File: src/rtl/scene_pkg.sv
// scene_pkg: shared FSM state encoding, screen defaults and pixel field widths for circle_scene_seq
package scene_pkg;
    typedef enum logic [2:0] {IDLE, CLEAR, RING_RUN, RING_GAP, DONE} state_t;
    localparam int SCREEN_W_DEF = 160;
    localparam int SCREEN_H_DEF = 120;
    localparam int XW = 8;
    localparam int YW = 7;
    localparam int CW = 3;
endpackage

File: src/rtl/clear_raster.sv
// clear_raster: x/y raster counter for the framebuffer clear
//   clk, rst   : clock, synchronous active-high reset
//   clr        : restart at pixel (0,0)
//   en         : advance one pixel, x fastest, wrapping to (0,0) after the last pixel
//   x, y       : current pixel
//   last_pixel : current pixel is (W-1,H-1)
module clear_raster import scene_pkg::*; #(
    parameter int W = SCREEN_W_DEF,
    parameter int H = SCREEN_H_DEF
) (
    input  logic          clk,
    input  logic          rst,
    input  logic          clr,
    input  logic          en,
    output logic [XW-1:0] x,
    output logic [YW-1:0] y,
    output logic          last_pixel
);
    logic last_x;
    assign last_x     = x == XW'(W - 1);
    assign last_pixel = last_x && y == YW'(H - 1);
    always_ff @(posedge clk) begin
        if (rst || clr) begin
            x <= '0;
            y <= '0;
        end else if (en) begin
            x <= last_x ? '0 : x + 1'b1;
            y <= last_x ? (last_pixel ? '0 : y + 1'b1) : y;
        end
    end
endmodule

File: src/rtl/circle_scene_seq.sv
// circle_scene_seq: clears the 160x120 framebuffer, then draws NUM_RINGS concentric rings via circle
//   clk, rst                         : clock, synchronous active-high reset
//   go                               : level start, sampled in IDLE
//   centre_x/y, base_radius/colour   : scene inputs, latched at go
//   circ_start, circ_centre_x/y,
//   circ_radius, circ_colour         : request to the circle drawer
//   circ_done, circ_x/y, circ_pcol,
//   circ_plot                        : handshake and pixel stream from the circle drawer
//   vga_x/y, vga_colour, vga_plot    : pixel stream to vga_adapter
//   busy, done                       : scene status
module circle_scene_seq import scene_pkg::*; #(
    parameter int SCREEN_W    = SCREEN_W_DEF,
    parameter int SCREEN_H    = SCREEN_H_DEF,
    parameter int NUM_RINGS   = 4,
    parameter int RADIUS_STEP = 8
) (
    input  logic          clk,
    input  logic          rst,
    input  logic          go,
    input  logic [8:0]    centre_x,
    input  logic [7:0]    centre_y,
    input  logic [7:0]    base_radius,
    input  logic [CW-1:0] base_colour,
    output logic          circ_start,
    output logic [8:0]    circ_centre_x,
    output logic [7:0]    circ_centre_y,
    output logic [7:0]    circ_radius,
    output logic [CW-1:0] circ_colour,
    input  logic          circ_done,
    input  logic [XW-1:0] circ_x,
    input  logic [YW-1:0] circ_y,
    input  logic [CW-1:0] circ_pcol,
    input  logic          circ_plot,
    output logic [XW-1:0] vga_x,
    output logic [YW-1:0] vga_y,
    output logic [CW-1:0] vga_colour,
    output logic          vga_plot,
    output logic          busy,
    output logic          done
);
    localparam int IW = 4;
    state_t        state;
    logic [IW-1:0] i;
    logic [7:0]    br;
    logic [CW-1:0] bc;
    logic [11:0]   r12;
    logic [XW-1:0] rx;
    logic [YW-1:0] ry;
    logic          last_pixel;
    clear_raster #(.W(SCREEN_W), .H(SCREEN_H)) u_raster (
        .clk        (clk),
        .rst        (rst),
        .clr        (state == IDLE && go),
        .en         (state == CLEAR),
        .x          (rx),
        .y          (ry),
        .last_pixel (last_pixel)
    );
    // Ring parameters follow the registered ring index, so they are already valid when circ_start rises.
    always_comb begin
        r12         = 12'(br) + 12'(i) * 12'(RADIUS_STEP);
        circ_radius = r12 > 12'd255 ? 8'hFF : r12[7:0];
        circ_colour = bc + CW'(i);
        vga_x       = state == RING_RUN ? circ_x : rx;
        vga_y       = state == RING_RUN ? circ_y : ry;
        vga_colour  = state == RING_RUN ? circ_pcol : '0;
        vga_plot    = state == CLEAR || (state == RING_RUN && circ_plot);
    end
    always_ff @(posedge clk) begin
        if (rst) begin
            state         <= IDLE;
            i             <= '0;
            br            <= '0;
            bc            <= '0;
            circ_centre_x <= '0;
            circ_centre_y <= '0;
            circ_start    <= 1'b0;
            busy          <= 1'b0;
            done          <= 1'b0;
        end else begin
            case (state)
                IDLE: if (go) begin
                    state         <= CLEAR;
                    i             <= '0;
                    br            <= base_radius;
                    bc            <= base_colour;
                    circ_centre_x <= centre_x;
                    circ_centre_y <= centre_y;
                    busy          <= 1'b1;
                end
                CLEAR: if (last_pixel) begin
                    state      <= RING_RUN;
                    circ_start <= 1'b1;
                end
                RING_RUN: if (circ_done) begin
                    state      <= RING_GAP;
                    circ_start <= 1'b0;
                end
                RING_GAP: if (i == IW'(NUM_RINGS - 1)) begin
                    state <= DONE;
                    busy  <= 1'b0;
                    done  <= 1'b1;
                end else begin
                    state      <= RING_RUN;
                    i          <= i + 1'b1;
                    circ_start <= 1'b1;
                end
                DONE: if (!go) begin
                    state <= IDLE;
                    done  <= 1'b0;
                end
                default: state <= IDLE;
            endcase
        end
    end
endmodule

File: config.mk
export PLATFORM = sky130hd
export DESIGN_NAME = circle_scene_seq
export DESIGN_NICKNAME = d
export VERILOG_FILES = /design/src/rtl/scene_pkg.sv /design/src/rtl/clear_raster.sv /design/src/rtl/circle_scene_seq.sv
export SDC_FILE = /design/constraint.sdc
export NUM_CORES = 1
export LEC_CHECK = 0
export CORE_MARGIN = 2
export CORE_UTILIZATION = 48
export CTS_CLUSTER_SIZE = 28
export DETAILED_ROUTE_END_ITERATION = 10
export GPL_TIMING_DRIVEN = 0
export PLACE_DENSITY = 0.88
export SLEW_MARGIN = 20
export SYNTH_ARGS = -nofsm -noshare
export SYNTH_HDL_FRONTEND = slang
export SYNTH_HIERARCHICAL = 1
export SYNTH_SLANG_ARGS = --single-unit
File: constraint.sdc
create_clock -name clk -period 3 [get_ports clk]
set_input_delay 0.3 -clock clk [delete_from_list [all_inputs] [get_ports clk]]
set_output_delay 0.3 -clock clk [all_outputs]
set_load 0.02 [all_outputs]
==> results.yml <==
sta:
  timing.setup.tns_ps: 0
  period_share: 0.943
  maxSlewViolCount: 0
  fin_crit_ps: 2830
  max_slew.worst_pin.slew_ps: 525
  relSlewSlack: 0.647
  setup_violations: 0
  fmax_ghz: 0.354
  fin_skew_ps: 9.22
  holdWs_ps: 457
  hold_viol_final: 0
  rsz0062_at_grt: "no"
yosys:
  synth_nets: 385
  syn_inst: 324
  ys.flop_type: "dfxtp_1"
  yosys_register_bits: 53
  synth-edff-count: 0
  ys_async_sr_fraction: 0
  synth.cell_area_sq_mm: 0.00268
  yosysSeqAreaShare: 0.396
  yosys_warnings: 6
  syn_area_per_cell_sq_um: 8.27
  yosysUniqueCellTypes: 50
placement:
  portBuffers: 100
  placed_cells: 496
  hpwl_um: 5170
  place_congestion: 0.882
  place_area_sq_mm: 0.00377
final_layout:
  final_cell_mix: "clkdlybuf4s50_1 (100), nand2_1 (69), dfxtp_1 (53), a21oi_1 (42), nor2_1 (18)"
  fin_util: 0.718
  stdcell_count: 504
  nNetsFinal: 492
  antenna-diode-count: 0
  drive_gt1_frac: 0.109
  stdcell_area_sq_mm: 0.00391
  nFillCells: 420
  syn_to_final_growth_pct: 45.9
  final_common_cell: "clkdlybuf4s50_1"
route:
  drtPass1Iterations: 4
  via_count: 2717
  ant_nets: 0
  drtIter0Drc: 131
  m1WireLength_um: 2990
  route.met3.wl_um: 430
  wl_um: 7020
  top_layer: "met4"
  drc: 0
  routedWlPerCell_um: 13.9
  wl_met2_um: 3550
  via_per_inst: 5.39
power_and_ir_drop:
  power.density_mw_per_mm2: 468
  power.leakage_uw: 0.00150
  worst_ir_drop_vdd_uv: 222
global_route:
  gr-total-overflow: 0
  grt_max_degree: 17
  antenna_found_initial: 0
  grt_pass1_vias: 2629
  grt_pass1_wl_um: 11600
  grt_use_total: 0.228
worst_setup_path:
  worstPathArrival_ps: 2530
  reg2regPathDepth: 8
  r2r_slack_ps: 640
  r2r-start: "state[1]"
  cp_slowest_stage_delay_ps: 530
  startpoint: "i[0]"
  cp.required_ps: 2700
  crit_path_end_kind: "primary output"
  crit_slowest_cell: "clkdlybuf4s50_1"
  critPathCapture: "circ_radius[7]"
  crit_buf_inv: 1
  path_cells: "ha_1 -> fa_1 -> and2_1 -> o21ai_0 -> nand2b_1 -> a21o_1 -> clkdlybuf4s50_1"
  path_max_fanout: 6
  cp-start-kind: "flop"
  r2r_end: "u_raster/x[6]"
  cpLargestDelayFamily: "adder cells"
  cp.depth: 7
  critPathKind: "reg -> out"
floorplanning:
  std_cell_rows: 27
  coreArea_sq_mm: 0.00544
  pin_count: 101
  start_util: 0.493
  dieWidth_um: 78.7
  dieArea_sq_mm: 0.00619
  die-height_um: 78.7
cts:
  post_cts_resized: 0
  htree_num_levels: 2
  cts_buffers: 5
  clkTransAtPathRegs_ps: 100
  cts_max_path_buffers: 2
  cts.sinks: 53
  clock-root-buffer: "clkbuf_8"
  clock_latency_ps: 310
  postCtsHoldBufs: 0
  post_cts_buffers: 0
  cts_tree: "yes"
outcome:
  status: "finished clean"
job:
  drv_cap: 0
hold_path:
  hold_path.class: "reg -> reg"
## state kept, by name (all words and copies together), names as in the netlist
signal,flops
state,3
circ_centre_x,9
br,8
bc,3
done,1
busy,1
i,4
circ_start,1
u_raster/x,8
circ_centre_y,8
u_raster/y,7
## tightest hold or removal path, cell delays in order (launching register included)
cell	delay (ps)
dfxtp_1	320
nand2_1	50
a21oi_1	50
## routing by layer
metal,vias up,GRT usage
met2,94,0.422
met3,8,0.0500
met1,1278,0.270
met5,-,0
li1,1337,-
met4,0,0.0456
## synth_stat cells, types with 3 or more instances
| library cell | count | area, sq um |
|---|---|---|
| nand2_1 | 69 | 259 |
| dfxtp_1 | 53 | 1060 |
| a21oi_1 | 43 | 215 |
| nor2_1 | 18 | 67.6 |
| mux2_2 | 15 | 169 |
| nand3_1 | 15 | 75.1 |
| clkbuf_1 | 8 | 30.0 |
| ha_1 | 8 | 100 |
| buf_2 | 7 | 35.0 |
| or2_2 | 7 | 43.8 |
| inv_1 | 6 | 22.5 |
| nand2b_1 | 6 | 37.5 |
| o21ai_0 | 6 | 30.0 |
| xor2_1 | 6 | 52.6 |
| and2_1 | 5 | 31.3 |
| nor3_1 | 5 | 25.0 |
| a31oi_1 | 4 | 25.0 |
| nand4_1 | 4 | 25.0 |
| a21o_1 | 3 | 22.5 |
## stage by stage
step | power, uW | worst slack, ps
6_report | 1830 | 172
5_1_grt | 1910 | 23.4
4_1_cts | 1840 | 17.5
3_5_place_dp | 1270 | 378
3_3_place_gp | 1260 | 398
2_1_floorplan | 1050 | 1020
## report_power, final
group,internal (uW),total (uW),switching [uW],leakage [uW]
Clock,331,569,238,0.0000681
Combinational,243,482,239,0.000997
Sequential,746,778,32.0,0.000432
Total,1320,1830,509,0.00150
## worst min-delay path by stage
stage,start,to,slack [ps],cells after the start
after floorplan,circ_done,circ_start,400,1
after CTS,circ_centre_x[0],circ_centre_x[0],460,2
after global placement,br[1],br[1],440,2
final,circ_centre_y[3],circ_centre_y[3],460,2
after global routing,circ_centre_y[3],circ_centre_y[3],480,2
after detailed placement,circ_centre_x[6],circ_centre_x[6],450,2
## cells by family after synthesis
kind of cell    count (synthesis)  synth area share
compound gates                 67             0.147
xor+xnor                        8            0.0262
fa+ha+maj                      10            0.0523
buf+inv                        24            0.0420
flops                          53             0.396
mux                            16            0.0668
simple gates                  146             0.269
## layout make-up
cell class / count / area [sq um] / area share
Inverter: 7 / 26.3 / 0.00672
Buffer: 17 / 86.3 / 0.0221
Clock buffer: 5 / 68.8 / 0.0176
Timing Repair Buffer: 100 / 1000 / 0.256
Sequential cell: 53 / 1060 / 0.272
Clock inverter: 3 / 65.1 / 0.0167
Tap cell: 72 / 90.1 / 0.0231
Multi-Input combinational cell: 247 / 1510 / 0.386
Note: power is estimated with default switching activity, not from simulation.
